<file path="config.mk">
export PLATFORM = sky130hd
export DESIGN_NAME = id_ex_stage
export DESIGN_NICKNAME = d
export VERILOG_FILES = /design/src/rtl/id_ex_stage.sv
export SDC_FILE = /design/constraint.sdc
export NUM_CORES = 1
export LEC_CHECK = 0
export CAP_MARGIN = 20
export CORE_MARGIN = 1
export CORE_UTILIZATION = 30
export CTS_CLUSTER_DIAMETER = 50
export DETAILED_ROUTE_END_ITERATION = 10
export PLACE_DENSITY = 0.65
export SYNTH_ARGS = -nofsm -noshare
export SYNTH_HDL_FRONTEND = slang
export SYNTH_SLANG_ARGS = --single-unit
export TNS_END_PERCENT = 1
</file>
<file path="constraint.sdc">
create_clock -name clk -period 5.8 [get_ports clk]
set_input_delay 0.87 -clock clk [delete_from_list [all_inputs] [get_ports clk]]
set_output_delay 0.87 -clock clk [all_outputs]
set_load 0.03 [all_outputs]
</file>
<file path="src/rtl/id_ex_stage.sv">
// ID/EX pipeline register with load-use hazard detection, bubble insertion and flush.
// Ports: clk/reset(async, high), hold, flush, id_* in, ex_* out, stall, ctrl_enable,
// bubble_cnt (counts bubbles only when ID_EX_STALL_CNT_EN is defined, else tied to 0).
module id_ex_stage #(
  parameter int DATA_W     = 32,
  parameter int REG_ADDR_W = 5
) (
  input  logic                  clk,
  input  logic                  reset,
  input  logic                  hold,
  input  logic                  flush,
  input  logic [12:0]           id_ctrl,
  input  logic [DATA_W-1:0]     id_pc4,
  input  logic [DATA_W-1:0]     id_rd1,
  input  logic [DATA_W-1:0]     id_rd2,
  input  logic [DATA_W-1:0]     id_imm,
  input  logic [REG_ADDR_W-1:0] id_rs,
  input  logic [REG_ADDR_W-1:0] id_rt,
  input  logic [REG_ADDR_W-1:0] id_rd,
  input  logic [4:0]            id_shamt,
  input  logic [5:0]            id_funct,
  output logic [12:0]           ex_ctrl,
  output logic [DATA_W-1:0]     ex_pc4,
  output logic [DATA_W-1:0]     ex_rd1,
  output logic [DATA_W-1:0]     ex_rd2,
  output logic [DATA_W-1:0]     ex_imm,
  output logic [REG_ADDR_W-1:0] ex_rs,
  output logic [REG_ADDR_W-1:0] ex_rt,
  output logic [REG_ADDR_W-1:0] ex_rd,
  output logic [4:0]            ex_shamt,
  output logic [5:0]            ex_funct,
  output logic                  stall,
  output logic                  ctrl_enable,
  output logic [31:0]           bubble_cnt
);

  localparam int MEMREAD_BIT = 10;

  logic [12:0]           ctrl_q, ctrl_d;
  logic [DATA_W-1:0]     pc4_q, pc4_d;
  logic [DATA_W-1:0]     rd1_q, rd1_d;
  logic [DATA_W-1:0]     rd2_q, rd2_d;
  logic [DATA_W-1:0]     imm_q, imm_d;
  logic [REG_ADDR_W-1:0] rs_q, rs_d;
  logic [REG_ADDR_W-1:0] rt_q, rt_d;
  logic [REG_ADDR_W-1:0] rd_q, rd_d;
  logic [4:0]            shamt_q, shamt_d;
  logic [5:0]            funct_q, funct_d;

  logic haz;
  logic bubble;

  // A load in EX whose destination feeds the ID instruction; $zero never counts.
  assign haz = ctrl_q[MEMREAD_BIT] & (rt_q != '0) &
               ((rt_q == id_rs) | (rt_q == id_rt));

  // A squashed ID instruction must not freeze the fetch redirect.
  assign stall       = haz & ~flush & ~hold;
  assign ctrl_enable = ~stall;
  assign bubble      = ~hold & (haz | flush);

  always_comb begin
    ctrl_d  = ctrl_q;
    pc4_d   = pc4_q;
    rd1_d   = rd1_q;
    rd2_d   = rd2_q;
    imm_d   = imm_q;
    rs_d    = rs_q;
    rt_d    = rt_q;
    rd_d    = rd_q;
    shamt_d = shamt_q;
    funct_d = funct_q;
    if (!hold) begin
      // Reserved bit 0 is always registered as zero.
      ctrl_d  = bubble ? '0 : {id_ctrl[12:1], id_ctrl[0] & 1'b0};
      pc4_d   = id_pc4;
      rd1_d   = id_rd1;
      rd2_d   = id_rd2;
      imm_d   = id_imm;
      rs_d    = id_rs;
      rt_d    = id_rt;
      rd_d    = id_rd;
      shamt_d = id_shamt;
      funct_d = id_funct;
    end
  end

  always_ff @(posedge clk or posedge reset) begin
    if (reset) begin
      ctrl_q  <= '0;
      pc4_q   <= '0;
      rd1_q   <= '0;
      rd2_q   <= '0;
      imm_q   <= '0;
      rs_q    <= '0;
      rt_q    <= '0;
      rd_q    <= '0;
      shamt_q <= '0;
      funct_q <= '0;
    end else begin
      ctrl_q  <= ctrl_d;
      pc4_q   <= pc4_d;
      rd1_q   <= rd1_d;
      rd2_q   <= rd2_d;
      imm_q   <= imm_d;
      rs_q    <= rs_d;
      rt_q    <= rt_d;
      rd_q    <= rd_d;
      shamt_q <= shamt_d;
      funct_q <= funct_d;
    end
  end

`ifdef ID_EX_STALL_CNT_EN
  logic [31:0] cnt_q, cnt_d;

  // Wraps naturally at 2^32.
  always_comb begin
    cnt_d = cnt_q;
    if (bubble) cnt_d = cnt_q + 32'd1;
  end

  always_ff @(posedge clk or posedge reset) begin
    if (reset) cnt_q <= '0;
    else       cnt_q <= cnt_d;
  end

  assign bubble_cnt = cnt_q;
`else
  assign bubble_cnt = '0;
`endif

  assign ex_ctrl  = ctrl_q;
  assign ex_pc4   = pc4_q;
  assign ex_rd1   = rd1_q;
  assign ex_rd2   = rd2_q;
  assign ex_imm   = imm_q;
  assign ex_rs    = rs_q;
  assign ex_rt    = rt_q;
  assign ex_rd    = rd_q;
  assign ex_shamt = shamt_q;
  assign ex_funct = funct_q;

endmodule

</file>
Yosys cells after proc, flatten, opt, wreduce, memory -nomap -nowiden
Index checks and enable logic that the tools add are counted.
Widths: inputs -> output; s select.
- equal/unequal tests: 2
- multiplexer cells: 1
- bitwise logic cells: 10
- reduce and logical (&&, ||, !) cells: 1
- operators by type and width (kind ; number):
    $mux 13 ; 1
    $eq 5x5->1 ; 2
    $and 1x1->1 ; 5
    $reduce_bool 5->1 ; 1
    $not 1->1 ; 3
    $or 1x1->1 ; 2
- register bits after elaboration: 167
- input port bits: 171
- output and inout port bits: 201
- logic and storage cells: 24

Depth between registers and ports, before layout
Gate-level depths: netlist of the first run.
- depth in word-level cells: 6
- gate-level depth with buffers: 5
- depth with buffers taken out: 4

Worst setup path before layout of the first run
No wires, ideal clock.
- kind: input -> output
- start: input id_rt[4]
- end: output stall
- arrival: 1.924 ns
- required time: 4.930 ns
- slack: 3.006 ns
- stages on the path: 5
- buffers on the path: 1
- path through: xnor2_1 nand3_1 o22ai_2 buf_2 and2_1
- word-level cells in the longest chain between the ends: 5
- RTL lines (item ; line ; source):
    from (decl) ; 18 ; input logic [REG_ADDR_W-1:0] id_rt,
    $eq 5x5->1 ; 55 ; ((rt_q == id_rs) | (rt_q == id_rt));
    $or 1x1->1 ; 55 ;
    $and 1x1->1 ; 54 ; assign haz = ctrl_q[MEMREAD_BIT] & (rt_q != '0) &
    $and 1x1->1 (2 in series) ; 58 ; assign stall = haz & ~flush & ~hold;
    to (decl) ; 32 ; output logic stall,
No other way between the ends.

Final worst setup path of the first run
Same ends and word-level chain as after synthesis.

==> results.toml, run 1 <==
[setup_path]
cpMostUsedCell = "clkdlybuf4s50_1"
start_kind = "input port"
crit_path_max_fanout = 14
path_class = "input port to output port"
required_ns = 4.93
crit_arrival_ns = 2.82
max_stage_delay_ns = 0.66
worstRegToRegCells = 4
rr_startpoint = "ex_rt[3]"
crit_path_top_delay_cell = "clkdlybuf4s50_1"
crit_chain = "clkdlybuf4s50_1 -> xnor2_1 -> nand3_1 -> o22ai_2 -> buf_4 -> and2_1 -> clkdlybuf4s50_1"
endpoint_kind = "output port"
rrSetupSlack_ns = 3.91
r2r_end = "ex_ctrl[5]"

[grt]
overflow = 0
grt_pass1_vias = 4631
grt_first_pass_wirelength_mm = 25.4
antenna_found_initial = 0
grt_usage = 0.146
grt_max_degree = 98

[synth]
synth.mux.area_fraction = 0.260
synthXorXnorAreaFrac = 0.0131
synth_compound_area_frac = 0.0325
synth-adder-area-share = 0
yosysWarningCount = 0
synth.avg_cell_area_um2 = 15.3
yosys_register_bits = 166
seq_area_frac_synth = 0.623
synth_cell_types = 20
synth_area_um2 = 6670
yosys.area_share.simple = 0.0144
synthCells = 435
synth_top_family_by_area = "multiplexers"

[sta]
setup_viol = 0
finClkSkew_ns = 0.00814
min_period_ns = 3.69
tightest_slew_ns = 0.967
fin_tns_setup_ns = 0
grt_setup_unrepaired = "false"
clock.fmax_ghz = 0.271
finalMaxSlewViolations = 0
hold_viol_final = 0
fin_crit_sh = 0.637
holdWs_ns = 0.490
slew_headroom = 0.355
worst_slack_ns = 2.11

[min_path]
holdPathEnd = "ex_rd2[29]"
hp-class = "flip-flop to flip-flop"
hold_path.startpoint = "ex_rd2[29]"
holdPathStages = 1

[final_layout]
final_net_count = 941
utilization = 0.493
antenna_cells = 0
final_layout_size_suffix_gt1_frac = 0.0996
syn_to_final_growth_pct = 61.4
fin_area_um2 = 10800
final_cells = 1063

[run]
cap_violations = 0

[place]
dpl_cell_area_um2 = 10200
dpl.hpwl_mm = 12.0
dp_cells = 1031
numPortBuffers = 337
gp_congestion = 0.736
pre_cts_ws_ns = 2.08

[clocking]
cts_tree = "done"
post_cts_buffers = 0
cts.path.max_buffers = 2
cts_made_buffers = 17
clock-root-buffer = "clkbuf_16"
clkLatencyLatePin_ns = 0.42
cts_resized = 0
clkSlewWorstSetupHoldPaths_ns = 0.06
cts_hold_buffers = 0
cts_sinks = 166
h-tree-depth = 4

[power_and_ir_drop]
vdd_drop_max_mv = 0.159
powerDensity_nw_per_um2 = 306
power_mw = 3.29
p_leak_nw = 4.40

[floorplan]
die_x_um = 151
core_area_um2 = 21800
start_util = 0.306
pin_count = 372
dieArea_um2 = 22800
die_h_um = 151
fp-row-count = 54

[run_status]
outcome = "complete, no violations"

[drt]
drtPass1Iterations = 4
wire_per_inst_um = 15.9
ant_nets = 0
drt_iter0_drc = 107
vias = 4636
drc = 0
wl_mm = 16.9
viasPerCell = 4.36
logic make-up (layout without fill, tap and decap cells):
kind of cell,Yosys count,count (layout)
DFF,166,166
muxes,154,154
buffers and inverters,57,373
AOI/OAI and AO/OA,26,26
and+or+nand+nor,21,21
xor gates and xnor gates,10,10
other,1,33
Yosys cell counts:
| cell | n | area share |
|---|---|---|
| and2_1 | 1 | 0.00094 |
| nor2_4 | 1 | 0.0017 |
| nor3_1 | 1 | 0.00075 |
| mux2_2 | 30 | 0.051 |
| o21ai_2 | 9 | 0.012 |
| mux2_1 | 124 | 0.21 |
| nand3_1 | 2 | 0.0015 |
| o21ai_1 | 4 | 0.0030 |
| clkbuf_1 | 4 | 0.0023 |
| buf_2 | 16 | 0.012 |
| dfrtp_1 | 166 | 0.62 |
| o22ai_2 | 1 | 0.0019 |
| or4_1 | 1 | 0.0011 |
| xnor2_1 | 10 | 0.013 |
| conb_1 | 1 | 0.00056 |
| nand2_1 | 15 | 0.0084 |
| buf_6 | 2 | 0.0034 |
| buf_4 | 34 | 0.038 |
| a32oi_1 | 12 | 0.016 |
| inv_1 | 1 | 0.00056 |
how the worst max path moves through the flow:
| stage | startpoint | to |
|---|---|---|
| floorplan | reset | ex_ctrl[10] |
| global placement | id_rt[4] | stall |
| detailed placement | id_rt[4] | stall |
| CTS | ex_rt[3] | stall |
| global route | id_rt[2] | stall |
| finish | id_rt[4] | stall |
placed cells by master, fill, tap and decap left out, types with 6 or more instances in the layout:
master,count
mux2_2,30
clkbuf_16,17
xnor2_1,10
dfrtp_1,166
mux2_1,124
o21ai_2,9
a32oi_1,12
clkdlybuf4s50_1,336
inv_6,6
nand2_1,15
conb_1,33
flip-flops by register name (all words and copies together) (netlist names), 6 cells and up:
signal,cells
ex_imm,32
ex_pc4,32
ex_rd1,32
ex_rd2,32
ex_ctrl,12
ex_funct,6
power by group:
| part | leakage (nW) | total [mW] | switching, mW | internal [mW] |
|---|---|---|---|---|
| registers | 1.95 | 1.34 | 0.0640 | 1.28 |
| logic | 2.17 | 0.831 | 0.443 | 0.389 |
| clock network | 0.286 | 1.12 | 0.524 | 0.596 |
per-layer routing:
| layer | vias to the layer above | share of wire | track usage |
|---|---|---|---|
| met2 | 203 | 0.50 | 0.242 |
| met4 | 0 | 0.016 | 0.0485 |
| met5 | - | 0 | 0 |
| met1 | 2293 | 0.40 | 0.174 |
| met3 | 15 | 0.086 | 0.0563 |
| li1 | 2125 | - | - |
layout make-up:
type	instances	area, um^2
clock buffer	19	453
fill	1970	11100
timing repair buffer	340	3410
tap	280	350
sequential	166	4150
clock inverter	13	130
multi-input combinational	244	2260
inverter	1	8.76
worst max-delay path, delay by kind of cell:
kind            cells  cell delay, ns
buf+inv             3            1.41
simple gates        2            0.26
compound gates      1            0.17
xor+xnor            1            0.13
Power figures use the tool's default switching activity.
==> inputs of run 2 (changes only) <==
==> constraint.sdc (replaced) <==
create_clock -name clk -period 3.63 [get_ports clk]
set_input_delay 0.5445 -clock clk [delete_from_list [all_inputs] [get_ports clk]]
set_output_delay 0.5445 -clock clk [all_outputs]
set_load 0.03 [all_outputs]
==> run 2 against run 1 <==
Clock-buffer cell count unchanged; clock skew is 0.0017 ns lower; die area unchanged; final cell count rose by 0.28%; clock power grew 63%; flip-flop and latch count unchanged; core utilization grew 0.25 points; sequential power increased by 60%; combinational power rose by 61%; via count fell by 0.30%; worst setup slack got worse by 1.6 ns; wire length is 3.6% lower; critical path type is now flip-flop to output port; critical endpoint unchanged.
==> results.toml, run 2 (same netlist as run 1, synthesis figures left out) <==
[clocking]
clkLatencyLatePin_ns = 0.41
cts.path.max_buffers = 2
cts_sinks = 166
cts_tree = "done"
cts_hold_buffers = 0
cts_made_buffers = 17
h-tree-depth = 4
post_cts_buffers = 0
cts_resized = 0
clkSlewWorstSetupHoldPaths_ns = 0.07
clock-root-buffer = "clkbuf_16"

[min_path]
hold_path.startpoint = "ex_rd1[0]"
hp-class = "flip-flop to flip-flop"
holdPathStages = 1
holdPathEnd = "ex_rd1[0]"

[floorplan]
core_area_um2 = 21800
start_util = 0.306
die_h_um = 151
die_x_um = 151
dieArea_um2 = 22800
pin_count = 372
fp-row-count = 54

[final_layout]
final_layout_size_suffix_gt1_frac = 0.101
multiInputGateArea_um2 = 2260
final_net_count = 944
final_cell_mix = "336 x clkdlybuf4s50_1, 166 x dfrtp_1, 124 x mux2_1"
regArea_um2 = 4150
antenna_cells = 0
syn_to_final_growth_pct = 62.2
utilization = 0.496
final_common_cell = "clkdlybuf4s50_1"
num-fill-cells = 1961
final_cells = 1066

[drt]
drc = 0
wl_mm = 16.3
ant_nets = 0
vias = 4622
viasPerCell = 4.34
drt_iter0_drc = 120
drtPass1Iterations = 4
wire_per_inst_um = 15.3

[sta]
finClkSkew_ns = 0.00640
min_period_ns = 3.12
setup_viol = 0
hold_viol_final = 0
finalMaxSlewViolations = 0
slew_headroom = 0.271
tightest_slew_ns = 1.09
clock.fmax_ghz = 0.321
fin_tns_setup_ns = 0
fin_crit_sh = 0.859
grt_setup_unrepaired = "false"

[setup_path]
endpoint_kind = "output port"
crit_path_max_fanout = 13
required_ns = 3.09
rrSetupSlack_ns = 1.96
crit_arrival_ns = 2.58
rr_startpoint = "ex_rt[3]"
start_kind = "flip-flop"
worstRegToRegCells = 5
r2r_end = "ex_ctrl[10]"
path_class = "flip-flop to output port"

[grt]
grt_max_degree = 168
grt_first_pass_wirelength_mm = 25.5
antenna_found_initial = 0
grt_pass1_vias = 4716
overflow = 0
grt_usage = 0.146

[power_and_ir_drop]
powerDensity_nw_per_um2 = 491
switching_share = 0.302
clkPwrFrac = 0.345
pwr-share-comb = 0.252
p_leak_nw = 4.42
internal_power_mw = 3.71
pwr-share-seq = 0.402
switchingPower_mw = 1.60
vdd_drop_max_mv = 0.301

[place]
dp_cells = 1034
dpl.hpwl_mm = 11.7
numPortBuffers = 337
gp_congestion = 0.744

[run]
cap_violations = 0

[run_status]
outcome = "complete, no violations"
==> run 2: changes by cell type in the layout (fill, tap and decap cells not counted), sizes merged <==
cell      previous run  this run
bufinv               0         2
clkinvlp             1         3
inv                 10         7
buf                  4         7
clkinv               3         2
==> run 2: worst max path at each step <==
stage	slack [ns]	start	to
after floorplan	0.97	reset	ex_ctrl[10]
after global placement	0.61	id_rt[2]	stall
after detailed placement	0.62	id_rt[4]	stall
after CTS	0.50	ex_rt[3]	stall
after global routing	0.41	ex_rt[3]	stall
final	0.51	ex_rt[3]	stall
==> run 2: area by class of cell <==
class,count,share of cell area
clock buffers,19,0.0400
clock inverters,13,0.0147
inverters,1,0.000694
multi-input cells,244,0.209
flip-flops and latches,166,0.384
well taps,280,0.0324
repair buffers,343,0.320
==> run 2: per-layer routing <==
metal  share of wire  global-route usage  vias up
li1                -                   -     2137
met1            0.40               0.176     2262
met2            0.49               0.242      212
met3           0.096              0.0548       11
met4          0.0091              0.0420        0
met5               0                   0        -
==> run 2: per-stage QoR <==
stage	hold slack (ns)	cell area [um^2]	power, mW	worst slack, ns
6_report	0.488	10800	5.31	0.510
5_1_grt	0.501	10800	5.56	0.410
4_1_cts	0.493	10800	5.40	0.496
3_5_place_dp	0.477	10200	3.53	0.621
3_3_place_gp	0.470	10200	3.51	0.615
2_1_floorplan	0.664	6790	2.89	0.973
==> run 2: power by group through the flow <==
stage	Clock [mW]	Combinational, mW	Sequential (mW)
after floorplan	0	0.335	2.56
after global placement	0	1.35	2.17
after detailed placement	0	1.35	2.17
after CTS	1.90	1.36	2.14
after global routing	1.98	1.42	2.16
final	1.83	1.34	2.14
==> run 2: critical path, cell delays in order (launching register included) <==
cell and delay (ns):
dfrtp_1 0.44, or4_1 0.57, o21ai_2 0.13, buf_4 0.21
nor3_1 0.07, and2_1 0.16, clkdlybuf4s50_1 0.58
==> inputs of run 3 (changes only) <==
--- a/config.mk
+++ b/config.mk
@@ -14,4 +14,4 @@
 export SYNTH_ARGS = -nofsm -noshare
 export SYNTH_HDL_FRONTEND = slang
 export SYNTH_SLANG_ARGS = --single-unit
-export TNS_END_PERCENT = 1
+export TNS_END_PERCENT = 10
==> results of run 3 <==
Final layout, timing and power as in run 2 (identical DEF).
